### src/rtl/axis_pkt_pkg.sv
// Shared types and the per-lane arithmetic for the packet scaler.
package axis_pkt_pkg;

    localparam int unsigned LANE_W = 32;

    typedef enum logic [1:0] {IDLE, RUN, DRAIN, FLUSH} state_e;

    typedef enum logic [1:0] {MODE_PASS, MODE_ADD, MODE_SAT, MODE_NEG} mode_e;

    function automatic logic [LANE_W-1:0] lane_op(input mode_e op,
                                                  input logic [LANE_W-1:0] x,
                                                  input logic [LANE_W-1:0] b);
        logic [LANE_W:0]   sum;
        logic [LANE_W-1:0] res;
        sum = {1'b0, x} + {1'b0, b};
        case (op)
            MODE_ADD: res = sum[LANE_W-1:0];
            MODE_SAT: res = sum[LANE_W] ? '1 : sum[LANE_W-1:0];
            MODE_NEG: res = ~x + 1'b1;
            default:  res = x;
        endcase
        return res;
    endfunction

endpackage

### src/rtl/axis_skid_buf.sv
// Two-entry skid buffer; head entry drives the outputs directly so they stay stable while stalled.
module axis_skid_buf #(
    parameter int unsigned WIDTH = 8
) (
    input  logic             clk,
    input  logic             rst,
    input  logic [WIDTH-1:0] in_data,
    input  logic             in_valid,
    output logic             in_ready,
    output logic [WIDTH-1:0] out_data,
    output logic             out_valid,
    input  logic             out_ready,
    output logic             empty
);

    logic [WIDTH-1:0] head_q;
    logic [WIDTH-1:0] tail_q;
    logic             head_vld_q;
    logic             tail_vld_q;
    logic             push;
    logic             pop;

    // Tail is only ever occupied behind a valid head, so both valid means full.
    assign in_ready  = !(head_vld_q && tail_vld_q);
    assign push      = in_valid && in_ready;
    assign pop       = head_vld_q && out_ready;
    assign out_data  = head_q;
    assign out_valid = head_vld_q;
    assign empty     = !head_vld_q;

    always_ff @(posedge clk or posedge rst) begin
        if (rst) begin
            head_q     <= '0;
            tail_q     <= '0;
            head_vld_q <= 1'b0;
            tail_vld_q <= 1'b0;
        end else if (pop) begin
            if (tail_vld_q) begin
                head_q     <= tail_q;
                tail_vld_q <= 1'b0;
            end else if (push) begin
                head_q <= in_data;
            end else begin
                head_vld_q <= 1'b0;
            end
        end else if (push) begin
            if (!head_vld_q) begin
                head_q     <= in_data;
                head_vld_q <= 1'b1;
            end else begin
                tail_q     <= in_data;
                tail_vld_q <= 1'b1;
            end
        end
    end

endmodule

### src/rtl/axis_pkt_scaler.sv
// AXI4-Stream packet scaler: per-lane pass/add/saturate/negate with beat limit and
// block-level start/done handshake.
module axis_pkt_scaler
    import axis_pkt_pkg::*;
#(
    parameter int unsigned DATA_W    = 32,
    parameter int unsigned MAX_BEATS = 256,
    parameter int unsigned CNT_W     = 16
) (
    input  logic                ap_clk,
    input  logic                ap_rst,
    input  logic                ap_start,
    output logic                ap_done,
    output logic                ap_idle,
    output logic                ap_ready,
    input  logic [1:0]          mode,
    input  logic [31:0]         bias,
    input  logic [DATA_W-1:0]   A_TDATA,
    input  logic                A_TVALID,
    output logic                A_TREADY,
    input  logic [DATA_W/8-1:0] A_TKEEP,
    input  logic [DATA_W/8-1:0] A_TSTRB,
    input  logic                A_TLAST,
    output logic [DATA_W-1:0]   B_TDATA,
    output logic                B_TVALID,
    input  logic                B_TREADY,
    output logic [DATA_W/8-1:0] B_TKEEP,
    output logic [DATA_W/8-1:0] B_TSTRB,
    output logic                B_TLAST,
    output logic [CNT_W-1:0]    beat_count,
    output logic                trunc
);

    localparam int unsigned LANES  = DATA_W / LANE_W;
    localparam int unsigned KEEP_W = DATA_W / 8;
    localparam int unsigned PAY_W  = DATA_W + 2 * KEEP_W + 1;
    localparam logic [CNT_W-1:0] LAST_CNT = CNT_W'(MAX_BEATS - 1);

    state_e            state_q;
    mode_e             mode_q;
    logic [31:0]       bias_q;
    logic [CNT_W-1:0]  cnt_q;
    logic              trunc_pend_q;
    logic              done_q;
    logic [CNT_W-1:0]  beat_count_q;
    logic              trunc_q;

    logic [DATA_W-1:0] xform;
    logic [PAY_W-1:0]  skid_in;
    logic [PAY_W-1:0]  skid_out;
    logic              skid_in_ready;
    logic              skid_empty;
    logic              a_hs;
    logic              run_push;
    logic              at_limit;

    assign a_hs     = A_TVALID && A_TREADY;
    assign run_push = (state_q == RUN) && a_hs;
    assign at_limit = (cnt_q == LAST_CNT);
    assign A_TREADY = ((state_q == RUN) && skid_in_ready) || (state_q == DRAIN);

    always_comb begin
        xform = '0;
        for (int unsigned i = 0; i < LANES; i++) begin
            xform[i*LANE_W +: LANE_W] = lane_op(mode_q, A_TDATA[i*LANE_W +: LANE_W], bias_q);
        end
    end

    // Forced TLAST marks the final forwarded beat of a truncated packet.
    assign skid_in = {A_TLAST || at_limit, A_TSTRB, A_TKEEP, xform};

    axis_skid_buf #(
        .WIDTH(PAY_W)
    ) u_skid (
        .clk      (ap_clk),
        .rst      (ap_rst),
        .in_data  (skid_in),
        .in_valid ((state_q == RUN) && A_TVALID),
        .in_ready (skid_in_ready),
        .out_data (skid_out),
        .out_valid(B_TVALID),
        .out_ready(B_TREADY),
        .empty    (skid_empty)
    );

    assign {B_TLAST, B_TSTRB, B_TKEEP, B_TDATA} = skid_out;

    always_ff @(posedge ap_clk or posedge ap_rst) begin
        if (ap_rst) begin
            state_q      <= IDLE;
            mode_q       <= MODE_PASS;
            bias_q       <= '0;
            cnt_q        <= '0;
            trunc_pend_q <= 1'b0;
            done_q       <= 1'b0;
            beat_count_q <= '0;
            trunc_q      <= 1'b0;
        end else begin
            done_q <= 1'b0;
            unique case (state_q)
                IDLE: begin
                    // A start coinciding with the done pulse is deliberately ignored.
                    if (ap_start && !done_q) begin
                        mode_q       <= mode_e'(mode);
                        bias_q       <= bias;
                        cnt_q        <= '0;
                        trunc_pend_q <= 1'b0;
                        state_q      <= RUN;
                    end
                end
                RUN: begin
                    if (run_push) begin
                        cnt_q <= cnt_q + CNT_W'(1);
                        if (A_TLAST) begin
                            state_q <= FLUSH;
                        end else if (at_limit) begin
                            trunc_pend_q <= 1'b1;
                            state_q      <= DRAIN;
                        end
                    end
                end
                DRAIN: begin
                    if (a_hs && A_TLAST) state_q <= FLUSH;
                end
                FLUSH: begin
                    if (skid_empty) begin
                        state_q      <= IDLE;
                        done_q       <= 1'b1;
                        beat_count_q <= cnt_q;
                        trunc_q      <= trunc_pend_q;
                    end
                end
                default: state_q <= IDLE;
            endcase
        end
    end

    assign ap_done    = done_q;
    assign ap_ready   = done_q;
    assign ap_idle    = (state_q == IDLE);
    assign beat_count = beat_count_q;
    assign trunc      = trunc_q;

endmodule

### config.mk
export PLATFORM = sky130hd
export DESIGN_NAME = axis_pkt_scaler
export DESIGN_NICKNAME = d
export VERILOG_FILES = /design/src/rtl/axis_pkt_pkg.sv /design/src/rtl/axis_skid_buf.sv /design/src/rtl/axis_pkt_scaler.sv
export SDC_FILE = /design/constraint.sdc
export NUM_CORES = 1
export LEC_CHECK = 0
export CORE_MARGIN = 2
export CORE_UTILIZATION = 45
export CTS_BUF_LIST = sky130_fd_sc_hd__clkbuf_16
export DETAILED_ROUTE_END_ITERATION = 6
export GPL_TIMING_DRIVEN = 0
export PLACE_DENSITY_LB_ADDON = 0.1
export SETUP_SLACK_MARGIN = 0.4
export SKIP_CTS_REPAIR_TIMING = 1
export SLEW_MARGIN = 20
export SYNTH_ARGS = -nofsm -noshare
export SYNTH_HDL_FRONTEND = slang
export SYNTH_SLANG_ARGS = --single-unit
### constraint.sdc
create_clock -name ap_clk -period 9 [get_ports ap_clk]
set_input_delay 2.7 -clock ap_clk [delete_from_list [all_inputs] [get_ports ap_clk]]
set_output_delay 2.7 -clock ap_clk [all_outputs]
set_load 0.1 [all_outputs]
* Yosys cells after proc, flatten, opt, wreduce, memory -nomap -nowiden
Index checks and enable logic that the tools add are counted.
** Word-level totals
- Input bits :: 80
- Register bits :: 155
- Output and inout bits :: 63
** Operators by class
- Equality and inequality tests :: 17
- Reduce and logical (&&, ||, !) cells :: 27
- Bitwise gates (word level) :: 3
- Add/sub/neg operators :: 3
- Muxes and demuxes :: 31
** Operators by type and width (count)
- $mux 41 :: 5
- $pmux 32 s3 :: 1
- $add 32x32->33 :: 1
- $add 32x1->32 const B :: 1
- $mux 16 :: 2
- $mux 32 :: 1
- $not 32->32 :: 1
- $pmux 16 s2 :: 1
- $add 16x1->16 const B :: 1
- $eq 16x8->1 const B :: 1
- $ne 2x2->1 const B :: 7
- $mux 1 :: 13
- $mux 2 :: 6
- $reduce_and 3->1 :: 4
- $reduce_and 5->1 :: 2
- $logic_and 1x1->1 :: 9
- $eq 2x2->1 const B :: 4
- $pmux 2 s4 :: 1
- $reduce_bool 2->1 :: 4
- $reduce_and 2->1 :: 3
- $eq 2x1->1 const B :: 2
- $ne 2x1->1 const B :: 2
- $ne 3x3->1 const B :: 1
- $logic_not 1->1 :: 2
- 4 further kinds :: 6

* Longest topological paths before layout
- Word-level depth :: 8
- Depth in mapped cells :: 13
- Depth with buffers taken out :: 12

* Hierarchy
From an unflattened synthesis, not the netlist that was laid out.
** Second synthesis, totals
- Cell total of the unflattened synthesis :: 974
- Area total of the unflattened synthesis :: 9738.1 µm²
** Modules (own cells, without submodules)
- axis_pkt_scaler :: area an instance 5765.5 µm², times used 1, cells each 628
- axis_skid_buf :: area an instance 3972.6 µm², times used 1, cells each 346

* Worst setup path before layout
No wires, ideal clock.
- Path kind :: input -> register
- From :: in A_TDATA[9]
- To :: reg u_skid.head_q[23], in the netlist u_skid.out_data[23]
- Path slack :: 3.749 ns
- Data arrival time :: 5.173 ns
- Buffers on the path :: 1
- Stages :: 9
- Data required time :: 8.922 ns
- Path through :: or4_4 > or4b_4 > or4_4 > buf_6 > nor3_1 > xnor2_1 > o22ai_1 > or3_1 > a21oi_1
** On the way
- Word-level cells in the longest chain between the ends :: 6
- Elaborated cells on any way between the ends :: 10
- Classes of those cells :: add/sub: 2; mux: 7; bitwise: 1
** RTL lines
- from (decl) :: RTL line axis_pkt_scaler.sv:18 : input logic [DATA_W-1:0] A_TDATA,
- $add 32x32->33 / $not 32->32 (equally long branches) :: RTL line axis_pkt_pkg.sv:15, axis_pkt_pkg.sv:19
- $mux 32 / $add 32x1->32 (equally long branches) :: RTL line axis_pkt_pkg.sv:18, axis_pkt_pkg.sv:19
- $pmux 32 s3 * :: RTL line axis_pkt_pkg.sv:16 : case (op)
- $mux 41 (on tied branches) :: RTL line axis_skid_buf.sv:47, axis_skid_buf.sv:41
- $mux 41 (on tied branches) :: RTL line axis_skid_buf.sv:46, axis_skid_buf.sv:38
- $mux 41 * :: RTL line axis_skid_buf.sv:37 : end else if (pop) begin
- to (signal assigned) :: RTL line axis_skid_buf.sv:39 : head_q <= tail_q;
- to (signal assigned) :: RTL line axis_skid_buf.sv:42 : head_q <= in_data;
- to (signal assigned) :: RTL line axis_skid_buf.sv:48 : head_q <= in_data;
- to (decl) :: RTL line axis_skid_buf.sv:16 : logic [WIDTH-1:0] head_q;
Mark *: on every way between the ends. The rest lies on a longest branch, timed or not. The select of a mux whose other input is x is not followed.
A chain may end at the register's enable or synchronous reset.

* Worst setup path after layout
- From :: in A_TDATA[29]
- To :: reg u_skid.head_q[5], in the netlist u_skid.out_data[5]
** On the way
- Word-level cells in the longest chain between the ends :: 6
- Elaborated cells on any way between the ends :: 8
- Classes of those cells :: add/sub: 1; mux: 7
** RTL lines
- $add 32x32->33 * :: RTL line axis_pkt_pkg.sv:15 : sum = {1'b0, x} + {1'b0, b};
- $mux 32 * :: RTL line axis_pkt_pkg.sv:18 : MODE_SAT: res = sum[LANE_W] ? '1 : sum[LANE_W-1:0];
- $pmux 32 s3 * :: RTL line axis_pkt_pkg.sv:16
- $mux 41 (on tied branches) :: RTL line axis_skid_buf.sv:47, axis_skid_buf.sv:41
- $mux 41 (on tied branches) :: RTL line axis_skid_buf.sv:46, axis_skid_buf.sv:38
- $mux 41 * :: RTL line axis_skid_buf.sv:37
Marks and branches as above.

==> impl_metrics.env <==
export IMPL_cp_cell_sequence="clkdlybuf4s50_1, ha_1, a21oi_1, nor2_1, a2111oi_2, nand3_1, a211oi_1, nor3_1, clkbuf_1, o21ai_0, o21ai_0, o21a_1"
export IMPL_synth_edf_count=0
export IMPL_cts_tree="done"
export IMPL_seqCellArea_mm2=0.00388
export IMPL_totalWireLength_um=27400
export IMPL_synth_area_mm2=0.00937
export IMPL_cts_sinks=155
export IMPL_htreeDepth=4
export IMPL_tightest_slew_ps=1040
export IMPL_layout_nets=1325
export IMPL_cp_required_ps=9330
export IMPL_drtIter0Drc=553
export IMPL_cp_arrival_ps=6850
export IMPL_cellPowerDensity_mw_per_mm2=418
export IMPL_hold_path_class="reg2reg"
export IMPL_fin_crit_ps=6520
export IMPL_max_freq_mhz=153
export IMPL_final_hold_viol_count=0
export IMPL_clk_latency_ps=440
export IMPL_n_antenna_cell=0
export IMPL_cts_buffers=17
export IMPL_synth_seq_cells=155
export IMPL_dp_cells=1457
export IMPL_drive_gt1_frac=0.0911
export IMPL_postRouteAntennaNets=0
export IMPL_yosys_area_top_type_share=0.414
export IMPL_clkTransAtPathRegs_ps=70
export IMPL_cts_path_max_buffers=2
export IMPL_dp_hpwl_um=20900
export IMPL_fp_dieW_um=148
export IMPL_fillers=1878
export IMPL_ys_seq_area_frac=0.414
export IMPL_crit_top_cell="o21ai_0"
export IMPL_crit_family="compound AO/OA/AOI/OAI gates"
export IMPL_vdd_drop_max_mv=0.160
export IMPL_cpPeakStageDelay_ps=910
export IMPL_power_leakage_uw=0.00503
export IMPL_path_class="in2reg"
export IMPL_synth_cell_types=71
export IMPL_grt_total_usage=0.255
export IMPL_grt_max_degree=91
export IMPL_gp_congestion=0.938
export IMPL_fin_worst_skew_ps=11.5
export IMPL_syn_avg_cell_area_um2=8.97
export IMPL_chipHeight_um=148
export IMPL_yosys_warnings=0
export IMPL_finalWorstSetupSlack_ps=2480
export IMPL_yosys_area_top_type="dfrtp_1"
export IMPL_pre_cts_slack_ps=2210
export IMPL_slew_viol_final=0
export IMPL_die_area_mm2=0.0220
export IMPL_coreArea_mm2=0.0203
export IMPL_grt_pass1_vias=8136
export IMPL_grt_pass1_wl_um=44000
export IMPL_mostFrequentLayoutCells="nand2_1, dfrtp_1, clkdlybuf4s50_1"
export IMPL_multi_input_comb_area_mm2=0.00518
export IMPL_firstDrtPassIters=5
export IMPL_fin_crit_sh=0.724
export IMPL_cpMaxStageDelayCell="a2111oi_2"
export IMPL_path_max_fanout=10
export IMPL_critPathLaunch="A_TDATA[29]"
export IMPL_wl_per_cell_um=18.4
export IMPL_synth_area_top_cells="dfrtp_1, mux2_2, nand2_1, ha_1, a21oi_1"
export IMPL_outcome="finished, final reports clean"
export IMPL_syn_nets=1163
export IMPL_relSlewSlack=0.296
export IMPL_critPathCaptureType="flop"
export IMPL_mostFrequentLayoutCell="nand2_1"
export IMPL_drc=0
export IMPL_antenna_found_initial=0
export IMPL_hold_start="u_skid.tail_q[32]$_DFFE_PP0P_"
export IMPL_vias=8544
export IMPL_area_growth_pct=26.0
export IMPL_grt_ovfl_total=0
export IMPL_cts_root_buf="clkbuf_16"
export IMPL_layout_cells_non_filler=1489
export IMPL_cap_violations=0
export IMPL_portBuffers=142
export IMPL_power_uw=4930
export IMPL_startpoint_type="input port"
export IMPL_critPathBufInv=2
export IMPL_setup_viol=0
export IMPL_reg2reg_from="bias_q[29]$_DFFE_PP0P_"
export IMPL_synthCells=1044
export IMPL_via_per_inst=5.74
export IMPL_rows=52
export IMPL_initial_core_util=0.461
export IMPL_pin_count=143
export IMPL_rsz0062_at_grt="false"
export IMPL_synthArstFlopShare=1.00
export IMPL_synthFlopType="dfrtp_1"
registers in the layout, summed over array words and instances (netlist names):
signal             cells
ap_done                1
beat_count            16
bias_q                32
cnt_q                 16
mode_q                 2
state_q                2
trunc                  1
trunc_pend_q           1
u_skid.out_data       41
u_skid.out_valid       1
u_skid.tail_q         41
u_skid.tail_vld_q      1
power by group:
group	leakage [uW]	total [uW]	internal, uW	switching [uW]
Combinational	0.00280	3020	955	2070
Sequential	0.00192	1140	976	165
Clock	0.000306	766	389	377
per-stage QoR:
stage	util	setup TNS, ps	area [um^2]	hold slack (ps)
6_report	0.581	0	11800	480
5_1_grt	0.581	0	11800	499
4_1_cts	0.581	0	11800	481
3_5_place_dp	0.550	0	11200	462
3_3_place_gp	0.548	-28100	11100	458
2_1_floorplan	-	0	9370	443
worst paths after layout:
kind	endpoint	slack (ps)	depth (start not counted)
setup / recovery	u_skid.out_data[5]$_DFFE_PP0P_	2480	12
hold reg to reg	u_skid.tail_q[32]$_DFFE_PP0P_	480	2
max in group asynchronous	u_skid.tail_q[27]$_DFFE_PP0P_	5500	3
min in group asynchronous	u_skid.out_data[39]$_DFFE_PP0P_	2700	2
hold / removal	u_skid.tail_q[32]$_DFFE_PP0P_	480	2
setup reg to reg	u_skid.out_data[5]$_DFFE_PP0P_	4960	11
cells by family after synthesis:
logic type / count (synthesis) / synth area share
multiplexers: 61 / 0.0733
XOR/XNOR: 50 / 0.0468
adder cells (fa/ha/maj): 39 / 0.0529
AO/OA/AOI/OAI: 308 / 0.206
buffers and inverters: 78 / 0.0326
flip-flops: 155 / 0.414
AND/OR/NAND/NOR: 353 / 0.174
synth_stat cells (4+ instances only):
cell type and instances:
o221ai_1 5, inv_1 24, nor3_1 18, and3_1 12
o21a_1 14, o211ai_1 8, mux2_2 57, a21o_1 12
o22ai_1 12, o21ai_1 5, a2111oi_0 4, o21ai_0 70
nor4_1 10, buf_1 4, nor2_1 78, xnor2_1 24
xor2_1 26, nor2b_1 5, and2_1 6, nand4_1 9
a21oi_1 92, nand2b_1 11, ha_1 38, a211oi_1 12
a22oi_1 5, o31ai_1 7, nand3b_1 4, clkbuf_1 47
nand2_1 160, or3_1 15, dfrtp_1 155, a22o_1 6
nand3_1 11, a31oi_1 22
area by class of cell:
cell class / instances / area share
timing repair buffer: 143 / 0.123
clock buffer: 17 / 0.0361
inverter: 24 / 0.00827
clock inverter: 15 / 0.0179
buffer: 54 / 0.0182
sequential: 155 / 0.329
multi-input combinational: 811 / 0.439
tap: 270 / 0.0286
routing by layer:
| layer | up-vias | GRT usage | share of wire |
|---|---|---|---|
| met2 | 281 | 0.399 | 0.45 |
| met1 | 4117 | 0.364 | 0.46 |
| li1 | 4104 | - | - |
| met4 | 0 | 0.0795 | 0.023 |
| met5 | - | 0 | 0 |
| met3 | 42 | 0.0433 | 0.059 |
worst min-delay path, delay by kind of cell, from the launching register on:
kind             cells  cell delay (ps)
flip-flops           1              350
AND/OR/NAND/NOR      2              100
(Power assumes the default switching activity.)
==> RTL change 1: new RTL, config.mk and constraints unchanged <==
`DATA_W`: 32 -> 64.
--- a/src/rtl/axis_pkt_scaler.sv
+++ b/src/rtl/axis_pkt_scaler.sv
@@ -3,7 +3,7 @@
 module axis_pkt_scaler
     import axis_pkt_pkg::*;
 #(
-    parameter int unsigned DATA_W    = 32,
+    parameter int unsigned DATA_W    = 64,
     parameter int unsigned MAX_BEATS = 256,
     parameter int unsigned CNT_W     = 16
 ) (
Ports: changed (6 resized); port bits go from 143 to 223. The function was not compared with the original's and may differ.
==> RTL change 1 against the unedited design <==
  * Synthesized area rose by 62%
  * Routed wire length increased by 110%
  * First-iteration DRC count grew to 2.6 times the old value
  * Sequential cell count grew 80
  * Total power rose by 74%
  * Final area grew 61%
  * Global-route usage rose by 7.0 points
  * Worst setup slack got worse by 0.76 ns
  * Largest cell class unchanged
==> RTL change 1: results <==
drt:
  wl_met1_mm: 24.9
  viasPerCell: 5.96
  dr_wl_met3_mm: 4.69
  totalWireLength_mm: 57.8
  first_pass_iters: 7
  drtIter0Drc: 1427
logic_synthesis:
  synthesis.nets: 1991
  synthCells: 1798
  synthAdderAreaFrac: 0.0612
  muxShareOfSynthArea: 0.0449
  synth-compound-area-share: 0.224
  synth.distinct_cells: 74
placement:
  hpwlAfterDp_mm: 45.9
  place_area_um2: 18100
  gp_congestion: 0.968
grt:
  gr-usage-met3: 0.0445
  antenna_found_initial: 1
  grtUsageTotal: 0.326
  grt_pass1_wl_mm: 88.2
  grt_max_degree: 33
  grtUsageMet1: 0.450
power_and_ir_drop:
  p_sw_frac: 0.564
  ir_worst_vdd_mv: 0.288
  pg_comb_mw: 5.76
critical_path:
  reg2reg_to: "u_skid.tail_q[41]$_DFFE_PP0P_"
  r2r-start: "bias_q[0]$_DFFE_PP0P_"
worst_hold_path:
  whs_endpoint: "u_skid.tail_q[57]$_DFFE_PP0P_"
sta:
  worst_hold_slack_ns: 0.469
  max_slew_margin: 0.293
  skew_ns: 0.0124
layout:
  drive_above_1_share: 0.0631
outcome:
  outcome: "finished clean"
cts:
  htree_levels: 1
[RTL change 1: cell types whose count changed after synthesis, moves of 33 or more]
cell | before | now
nand2_1 | 160 | 338
o21ai_0 | 70 | 140
ha_1 | 38 | 71
a21oi_1 | 92 | 145
dfrtp_1 | 155 | 235
nor2_1 | 78 | 133
[RTL change 1: worst max-delay path by stage]
stage                start                            end  slack (ns)  cells after the start
5_1_grt        A_TDATA[32]  u_skid.tail_q[51]$_DFFE_PP0P_        1.75                     14
2_1_floorplan       ap_rst              ap_done$_DFF_PP0_        3.22                      1
3_5_place_dp   A_TDATA[32]  u_skid.tail_q[41]$_DFFE_PP0P_        1.36                     15
4_1_cts        A_TDATA[32]  u_skid.tail_q[41]$_DFFE_PP0P_        1.90                     15
6_report       A_TDATA[32]  u_skid.tail_q[41]$_DFFE_PP0P_        1.72                     15
3_3_place_gp        ap_rst         bias_q[18]$_DFFE_PP0P_        1.34                      2
[RTL change 1: worst max-delay path, cell delays in order]
cell             delay [ns]
clkdlybuf4s50_1        0.58
ha_1                   0.23
inv_1                  0.06
fa_1                   0.40
nand2b_1               0.19
a21oi_1                0.35
o211ai_1               0.30
o21ai_0                0.59
a21oi_1                0.29
a31oi_1                0.65
nand2_1                0.41
buf_2                  0.34
a21oi_1                0.47
nand2_1                0.11
nand2_1                0.08
[RTL change 1: area by class of cell]
| type | instances | area [µm²] | area share |
|---|---|---|---|
| Buffer | 92 | 354 | 0.0187 |
| Clock buffer | 27 | 676 | 0.0357 |
| Sequential cell | 235 | 5880 | 0.310 |
| Timing Repair Buffer | 230 | 2390 | 0.126 |
| Clock inverter | 21 | 145 | 0.00766 |
| Multi-Input combinational cell | 1435 | 8800 | 0.465 |
| Inverter | 36 | 139 | 0.00733 |
| Tap cell | 448 | 561 | 0.0296 |
==> RTL change 2: new RTL, same flow settings <==
Without the edit above. Make the reset (`ap_rst` and `rst`) synchronous in 2 clocked blocks.
--- a/src/rtl/axis_skid_buf.sv
+++ b/src/rtl/axis_skid_buf.sv
@@ -28,7 +28,7 @@
     assign out_valid = head_vld_q;
     assign empty     = !head_vld_q;
 
-    always_ff @(posedge clk or posedge rst) begin
+    always_ff @(posedge clk) begin
         if (rst) begin
             head_q     <= '0;
             tail_q     <= '0;
--- a/src/rtl/axis_pkt_scaler.sv
+++ b/src/rtl/axis_pkt_scaler.sv
@@ -85,7 +85,7 @@
 
     assign {B_TLAST, B_TSTRB, B_TKEEP, B_TDATA} = skid_out;
 
-    always_ff @(posedge ap_clk or posedge ap_rst) begin
+    always_ff @(posedge ap_clk) begin
         if (ap_rst) begin
             state_q      <= IDLE;
             mode_q       <= MODE_PASS;
Function: differs if ap_rst is asserted again (counterexample within 4 cycles, from zero or initial values and one cycle with ap_rst high); with ap_rst held inactive, the same outputs for 4 cycles.
==> RTL change 2 against the unedited design <==
  * Sequential cell count is the same
  * Routed wire length rose by 7.7%
  * Cell count rose by 9.5%
  * Sequential share of layout area fell by 5.1 points
  * Register-to-register slack lost 0.02 ns
  * Core utilization decreased by 0.46 points
  * Final area fell by 5.2%
  * Synthesized area shrank 5.5%
  * Worst setup slack lost 0.042 ns
  * First-iteration DRC count is 39% higher
Power is not compared: it rests on default switching activity, and its combinational part moved more than twofold at a synthesized area within 25%.
==> RTL change 2: results <==
outcome:
  outcome: "finished clean"
logic_synthesis:
  syn_area_per_cell_um2: 7.43
  synth.area.top_cells: "dfxtp_1 35%, a21oi_1 9.9%, nand2_1 9.7%, ha_1 5.4%, nor2_1 4.6%"
  yosysSeqAreaShare: 0.350
  synth-xor-area-share: 0.0653
  muxShareOfSynthArea: 0.00565
  async_reset_ff_frac: 0
  synthesis.nets: 1311
worst_hold_path:
  whs_endpoint: "beat_count[8]$_SDFFE_PP0P_"
layout:
  n_fill_cell: 1932
  regArea_um2: 3100
  stdcell_count: 1630
  drive_above_1_share: 0.0381
grt:
  grt_pass1_vias: 8631
  grt_pass1_wl_mm: 46.6
  grtUsageTotal: 0.289
placement:
  place_ws_ns: 2.09
  gp_congestion: 0.931
critical_path:
  critPathArrivalTime_ns: 6.92
  worstRegToRegCells: 15
  worst_path_max_delay_cell: "clkdlybuf4s50_1"
  crit_end: "u_skid.tail_q[11]$_SDFFE_PP0P_"
  r2r-start: "bias_q[0]$_SDFFE_PP0P_"
  rrSetupSlack_ns: 4.94
  cpPeakStageDelay_ns: 0.55
sta:
  tightestPinTransition_ns: 0.991
drt:
  num_vias: 9220
RTL change 2: cell count changes in the layout (fill, tap and decap cells not counted), moves of 13 or more:
cell	unedited run	this run
nor2_1	78	108
clkbuf_1	47	66
o22ai_1	12	27
a21oi_1	92	176
mux2_2	57	0
nand2_1	160	229
dfxtp_1	0	155
xnor2_1	24	38
dfrtp_1	155	0
nand3_1	11	24
RTL change 2: layout make-up:
class | count | share of cell area
plain buffers | 72 | 0.0253
inverters | 20 | 0.00671
clock buffers | 17 | 0.0380
clock inverters | 15 | 0.0145
multi-input cells | 945 | 0.482
flip-flops and latches | 155 | 0.277
well taps | 265 | 0.0296
repair buffers | 141 | 0.126
RTL change 2: layer usage:
metal,global-route usage,share of wire,up-vias
li1,-,-,4549
met1,0.402,0.47,4257
met2,0.461,0.44,364
met3,0.0447,0.071,50
met4,0.0889,0.021,0
met5,0,0,-
